[src/rtl/wc_tile_ctrl.sv]
// wc_tile_ctrl: sequences tiles through a fixed-latency Winograd datapath.
// A job of cfg_ntiles tiles is launched by start. Each tile is accepted from
// the upstream stream, driven onto the datapath operand bus, and its result
// is captured exactly LAT cycles later. The result is then held on the
// output stream until the downstream side takes it. Only one tile is in
// flight at a time.
//
// Ports:
//   clk, rst          clock, synchronous active-high reset
//   start, cfg_ntiles job launch and tile count (sampled in IDLE only)
//   in_valid/in_ready/in_data     upstream tile stream (element 0 in MSBs)
//   dp_d              registered operand bus to the datapath D port
//   dp_z              datapath result bus (Z port)
//   out_valid/out_ready/out_data/out_last  result tile stream
//   busy, done, tile_cnt          job status
module wc_tile_ctrl #(
  parameter int DW   = 10,
  parameter int NIN  = 9,
  parameter int NOUT = 5,
  parameter int LAT  = 6
) (
  input  logic                 clk,
  input  logic                 rst,
  input  logic                 start,
  input  logic [7:0]           cfg_ntiles,
  input  logic                 in_valid,
  output logic                 in_ready,
  input  logic [DW*NIN-1:0]    in_data,
  output logic [DW*NIN-1:0]    dp_d,
  input  logic [DW*NOUT-1:0]   dp_z,
  output logic                 out_valid,
  input  logic                 out_ready,
  output logic [DW*NOUT-1:0]   out_data,
  output logic                 out_last,
  output logic                 busy,
  output logic                 done,
  output logic [7:0]           tile_cnt
);

  localparam int CW = (LAT > 1) ? $clog2(LAT) : 1;

  typedef enum logic [2:0] {
    IDLE,
    FETCH,
    WAIT,
    EMIT,
    FIN
  } state_t;

  state_t state, state_nxt;

  logic [7:0]          ntiles_q;
  logic [7:0]          tile_cnt_q;
  logic [CW-1:0]       wcnt;
  logic [DW*NIN-1:0]   dp_d_p0;
  logic [DW*NOUT-1:0]  out_data_p1;
  logic [8:0]          cnt_inc;
  logic                accept;
  logic                capture;
  logic                hshake;
  logic                vld_p1;

  // Nine-bit increment so the "more tiles left" compare cannot wrap.
  assign cnt_inc = {1'b0, tile_cnt_q} + 9'd1;

  always_comb begin
    state_nxt = state;
    accept    = 1'b0;
    capture   = 1'b0;
    hshake    = 1'b0;
    case (state)
      IDLE: begin
        if (start) begin
          state_nxt = (cfg_ntiles != 8'd0) ? FETCH : FIN;
        end
      end
      FETCH: begin
        if (in_valid) begin
          accept    = 1'b1;
          state_nxt = WAIT;
        end
      end
      WAIT: begin
        // wcnt is cleared on the accept edge, so this fires on the LAT-th
        // edge after the accept.
        if (wcnt == CW'(LAT - 1)) begin
          capture   = 1'b1;
          state_nxt = EMIT;
        end
      end
      EMIT: begin
        if (out_ready) begin
          hshake    = 1'b1;
          state_nxt = (cnt_inc < {1'b0, ntiles_q}) ? FETCH : FIN;
        end
      end
      FIN:     state_nxt = IDLE;
      default: state_nxt = IDLE;
    endcase
  end

  always_comb begin
    vld_p1    = (state == EMIT);
    in_ready  = (state == FETCH);
    out_valid = vld_p1;
    // ntiles_q is at least 1 whenever EMIT is reachable.
    out_last  = vld_p1 && (tile_cnt_q == 8'(ntiles_q - 8'd1));
    busy      = (state != IDLE);
    done      = (state == FIN);
  end

  always_ff @(posedge clk) begin
    if (rst) begin
      state      <= IDLE;
      ntiles_q   <= 8'd0;
      tile_cnt_q <= 8'd0;
      wcnt       <= '0;
    end else begin
      state <= state_nxt;
      if (state == IDLE && start) begin
        ntiles_q   <= cfg_ntiles;
        tile_cnt_q <= 8'd0;
      end
      if (accept) begin
        wcnt <= '0;
      end else if (state == WAIT) begin
        wcnt <= wcnt + CW'(1);
      end
      if (hshake) begin
        tile_cnt_q <= cnt_inc[7:0];
      end
    end
  end

  // Stage p0: operand register feeding the datapath D port.
  // Stage p1: result capture from the datapath Z port.
  always_ff @(posedge clk) begin
    if (rst) begin
      dp_d_p0     <= '0;
      out_data_p1 <= '0;
    end else begin
      if (accept) begin
        dp_d_p0 <= in_data;
      end
      if (capture) begin
        out_data_p1 <= dp_z;
      end
    end
  end

  assign dp_d     = dp_d_p0;
  assign out_data = out_data_p1;
  assign tile_cnt = tile_cnt_q;

endmodule

[config.mk]
export PLATFORM = sky130hd
export DESIGN_NAME = wc_tile_ctrl
export DESIGN_NICKNAME = d
export VERILOG_FILES = /design/src/rtl/wc_tile_ctrl.sv
export SDC_FILE = /design/constraint.sdc
export NUM_CORES = 1
export LEC_CHECK = 0
export BUFFER_PORTS_ARGS = -buffer_cell sky130_fd_sc_hd__buf_2
export CORE_MARGIN = 2
export CORE_UTILIZATION = 40
export CTS_CLUSTER_DIAMETER = 100
export DETAILED_ROUTE_END_ITERATION = 8
export GPL_ROUTABILITY_DRIVEN = 0
export PLACE_DENSITY = 0.71
export RECOVER_POWER = 100
export SYNTH_ARGS = -nofsm -noshare
export SYNTH_HDL_FRONTEND = slang
export SYNTH_SLANG_ARGS = --single-unit
[constraint.sdc]
create_clock -name clk -period 3.4 [get_ports clk]
set_clock_uncertainty 0.2 [all_clocks]
set_input_delay 0.51 -clock clk [delete_from_list [all_inputs] [get_ports clk]]
set_output_delay 0.51 -clock clk [all_outputs]
set_load 0.01 [all_outputs]
Word-level counts from Yosys, hierarchy flattened. Cells that the tools add are included.

Register bits: 162. Latch bits: 0. RAM bits: 0. ROM bits: 0. Bits of input ports: 153. Output and inout bits: 153. Logic and storage cells: 43. Memories kept: 0.

$add $sub $neg: 3. Multipliers: 0. Div/mod/pow operators: 0. Order comparisons: 1. Equality and inequality tests: 10. Shifts and indexed selects: 0. Multiplexer cells: 15. Bitwise gates (word level): 0. Reduce and logical (&&, ||, !) cells: 8.

Operators by type and width (count): 3-bit two-way mux (6); 8-bit two-way mux (2); 3-bit case mux with 4 select lines (1); 8-bit by 1-bit adder with 9-bit output, second input constant (1); 9-bit by 8-bit < comparator with 1-bit output (1); 8-bit equality test (1); 8-bit nonzero test (1); 8-bit by 1-bit subtractor with 8-bit output, second input constant (1); 3-bit by 2-bit equality test with 1-bit output, second input constant (2); 3-bit equality test, second input constant (2); 1-bit two-way mux (6); 2-bit != test, second input constant (3); 4-bit AND reduction (1); 3-bit by 1-bit adder with 3-bit output, second input constant (1); 3-bit by 1-bit equality test with 1-bit output, second input constant (1); 3-bit logical NOT (1); 3-bit nonzero test (1); 1-bit logical AND (2); 2-bit by 1-bit != test with 1-bit output, second input constant (1); 2-bit nonzero test (1); 2-bit OR reduction (1).

Logic depth before layout (Yosys ltp).
Depth after elaboration: 5. Depth in mapped cells: 10. Depth with buffers taken out: 10.

Worst setup path after synthesis. OpenSTA, ideal clock, no wires.

Path kind: register -> register. Start point: register tile_cnt_q[0] (netlist: tile_cnt[0]). End point: register state[2]. Setup time: 0.131 ns. Arrival time: 2.091 ns. Setup slack: 0.979 ns. Cell stages (with the launch flop): 11. Clock period less this slack: 2.421 ns. Cell sequence: dfxtp_1 ha_1 nand3_1 nor2_1 xor2_1 ha_1 a21oi_1 nor2b_1 a311oi_1 a21bo_2 a211oi_1.

Longest elaborated chain between the ends: 5.

Ends and longest elaborated chain: from (decl) (line 53) `logic [7:0] tile_cnt_q;`; from (signal assigned) (line 130) `tile_cnt_q <= cnt_inc[7:0];`; 8-bit by 1-bit adder with 9-bit output (line 64) `assign cnt_inc = {1'b0, tile_cnt_q} + 9'd1;`; 9-bit by 8-bit < comparator with 1-bit output (line 94) `state_nxt = (cnt_inc < {1'b0, ntiles_q}) ? FETCH : FIN;`; 3-bit two-way mux (line 94); 3-bit two-way mux (line 92) `if (out_ready) begin`; 3-bit case mux with 4 select lines (line 71) `case (state)`; to (signal assigned) (line 119) `state <= state_nxt;`; to (decl) (line 50) `state_t state, state_nxt;`.

Every way passes these cells. The select of a mux whose other input is x is not followed. A chain may end at the register's enable or synchronous reset.

Worst setup path after layout.
Start point: register ntiles_q[1]. End point: output port out_last.

Longest elaborated chain between the ends: 3.

Ends and longest elaborated chain: from (decl) (line 52) `logic [7:0] ntiles_q;`; from (signal assigned) (line 121) `ntiles_q <= cfg_ntiles;`; 8-bit by 1-bit subtractor with 8-bit output (line 107) `out_last = vld_p1 && (tile_cnt_q == 8'(ntiles_q - 8'd1));`; 8-bit equality test (line 107); 1-bit logical AND (line 107); to (decl) (line 34) `output logic out_last,`.

Every way passes these cells.

==> flow_summary_export.csv <==
group,metric,value,unit
setup_path,worstPathMaxFanout,3,
cts,htree_levels,4,
yosys,yosysUniqueCellTypes,42,
worst_hold_path,hp-class,"input port to flop",
routing,drt-wirelength-per-cell,13.2,um
worst_hold_path,hp-start,"dp_z[10]",
setup_path,critPathSlowestCell,"nor3b_1",
setup_path,cpPeakStageDelay,0.39,ns
timing,relSlewSlack,-12.7,%
grt,grt_max_degree,94,
cts,cts.clk_slew.worst_paths,0.07,ns
layout,final_cell_mix,"301 x nand2_1, 162 x dfxtp_1, 161 x a21oi_1",
grt,grt_pass1_vias,5353,
timing,timing.setup.tns,0,ns
timing,worst_pin_slew,1.69,ns
grt,grt_pass1_wl,26.0,mm
layout,diodes,0,
setup_path,cp-startpoint,"ntiles_q[1]",
setup_path,critical_path_buf_inv_count,2,
place,dp.final_hpwl,12.1,mm
cts,cts.path.max_buffers,2,
setup_path,cp-start-kind,"flop",
pwr,p_leak,0.00316,uW
yosys,yosys-top-cells-area,"dfxtp_1 51%, nand2_1 18%, a21oi_1 13%",
yosys,synth_flop_cell,"dfxtp_1",
yosys,synth_warnings,0,
yosys,async_flop_share,0,%
setup_path,cp-end-kind,"output port",
setup_path,cp_cell_sequence,"inv_1 > ha_1 > nor3b_1 > mux2i_1 > mux2i_1 > a21oi_1 > nor4_1 > clkbuf_1",
yosys,synth_seq_cells,162,
layout,fillers,1617,
floorplan,die_area,0.0169,mm2
floorplan,start_util,40.3,%
setup_path,crit_type,"flop to output port",
floorplan,io_pins,306,
place,portBuffers,305,
run_status,status,"complete, but fails checks",
setup_path,r2r-start,"state[0]",
routing,wirelength,17.3,mm
layout,drive_gt1_share,17.9,%
yosys,synth_seq_area_share,51.2,%
floorplan,die_h,130,um
timing,hold_violations,0,
routing,dr.pass1.iters,4,
cts,cts_sinks,162,
floorplan,rows,46,
setup_path,crit_top_cell,"mux2i_1",
pwr,p_per_area,521,mW/mm2
routing,via_per_inst,4.71,
flow_run,maxCapViolations,1,
timing,post-route-period-util,86.2,%
routing,drtIter0Drc,233,
setup_path,arrival,2.22,ns
yosys,synthCells,806,
timing,setup_viol,0,
yosys,syn_area,0.00634,mm2
cts,post-cts-setup-buffer-count,0,
layout,area_delta_synth_final,30.7,%
timing,period_minus_slack,2.93,ns
layout,final_common_cell,"nand2_1",
grt,grt_overflow_total,0,
grt,grt_antenna_before_repair,0,
timing,grt_setup_unrepaired,"false",
timing,max_clock_freq,0.341,GHz
yosys,syn_nets,971,
layout,nets,1244,
cts,root_buffer,"clkbuf_16",
yosys,avgSynthCellArea,7.86,um2
floorplan,core_area,0.0157,mm2
timing,drv_slew,94,
yosys,synth_top_cell_area_share,51.2,%
pwr,peakVddDrop,0.342,mV
routing,drc_errors,0,
grt,grtUsageTotal,19.3,%
setup_path,critPathTopFamily,"simple AND/OR/NAND/NOR gates",
cts,tritoncts,"yes",
routing,vias,6166,
run_status,failed_checks,"capacitance limit, slew limit",
cts,cts_buffers,17,
yosys,synth_edf_count,0,
pwr,power,4320,uW
cts,cts_hold_buffers,0,
setup_path,crit_required,2.69,ns
cts,clk_latency,0.42,ns
routing,ant_nets,0,
floorplan,fp.dieW,130,um
yosys,yosys.area.top_type,"dfxtp_1",
cts,cts_resized,0,
## flip-flops by register name, indices dropped and copies added (netlist names)
name	cells
state	3
ntiles_q	8
tile_cnt	8
wcnt	3
out_data	50
dp_d	90
## cells by family (layout without fill, tap and decap cells)
logic type,after synthesis,after routing,share of synthesized area (%)
multiplexers,3,3,0.474
AND/OR/NAND/NOR,365,365,23.5
XOR/XNOR,15,15,2.07
flip-flops,162,162,51.2
adder cells (fa/ha/maj),12,12,2.37
AO/OA/AOI/OAI,181,181,14.9
buffers and inverters,68,354,5.45
## synthesized netlist by cell type, drive strengths merged, types with 5 or more instances
cell      n
clkbuf   30
ha       12
o21ai     6
nor3      7
nor2     17
and3      5
dfxtp   162
xnor2     9
xor2      6
nor4      5
buf      27
nand3     7
nand2   303
inv      11
a21oi   161
## area by class of cell
| class | count | area [um2] | share of cell area (%) |
|---|---|---|---|
| sequential | 162 | 3240 | 39.1 |
| clock buffer | 18 | 429 | 5.18 |
| timing repair buffer | 311 | 1400 | 16.9 |
| multi-input combinational | 576 | 2750 | 33.2 |
| inverter | 11 | 41.3 | 0.498 |
| clock inverter | 14 | 145 | 1.75 |
| tap | 216 | 270 | 3.26 |
## path summary, 6_finish.rpt
kind | endpoint | cells past startpoint | slack [ns]
worst max register to register | dp_d[77] | 5 | 0.50
worst max-delay path | out_last | 8 | 0.47
worst min register to register | dp_d[13] | 2 | 0.25
worst min-delay path | out_data[10] | 3 | 0.12
## worst reg2reg max path, cell delays in order (launching register included)
cell     delay [ns]
dfxtp_1        0.50
nor2b_1        0.29
and2_2         0.19
buf_2          1.19
nand2_1        0.28
a21oi_1        0.19
## per-stage QoR
stage | util [%] | hold WS (ns) | cell area (um2) | instances | setup WS [ns]
global route | 52.7 | 0.102 | 8290 | 1308 | 0.160
finish | 52.7 | 0.125 | 8290 | 1308 | 0.471
CTS | 54.1 | 0.101 | 8490 | 1308 | 0.504
detailed placement | 50.4 | 0.243 | 7920 | 1276 | 0.817
floorplan | - | 0.249 | 6340 | 806 | 0.979
global placement | 50.4 | 0.238 | 7920 | 1276 | 0.898
## per-layer routing
metal,wire (um),vias up,GRT usage (%)
li1,-,3186,-
met5,0,-,0
met3,1490,28,6.85
met4,379,0,8.16
met1,7290,2717,22.7
met2,8160,235,31.8
## report_power, final
group          switching (uW)  leakage (uW)  internal, uW
Clock                     827      0.000272          1030
Combinational             269       0.00158           181
Sequential               44.2       0.00131          1970
Note: power is estimated with default switching activity, not from simulation.
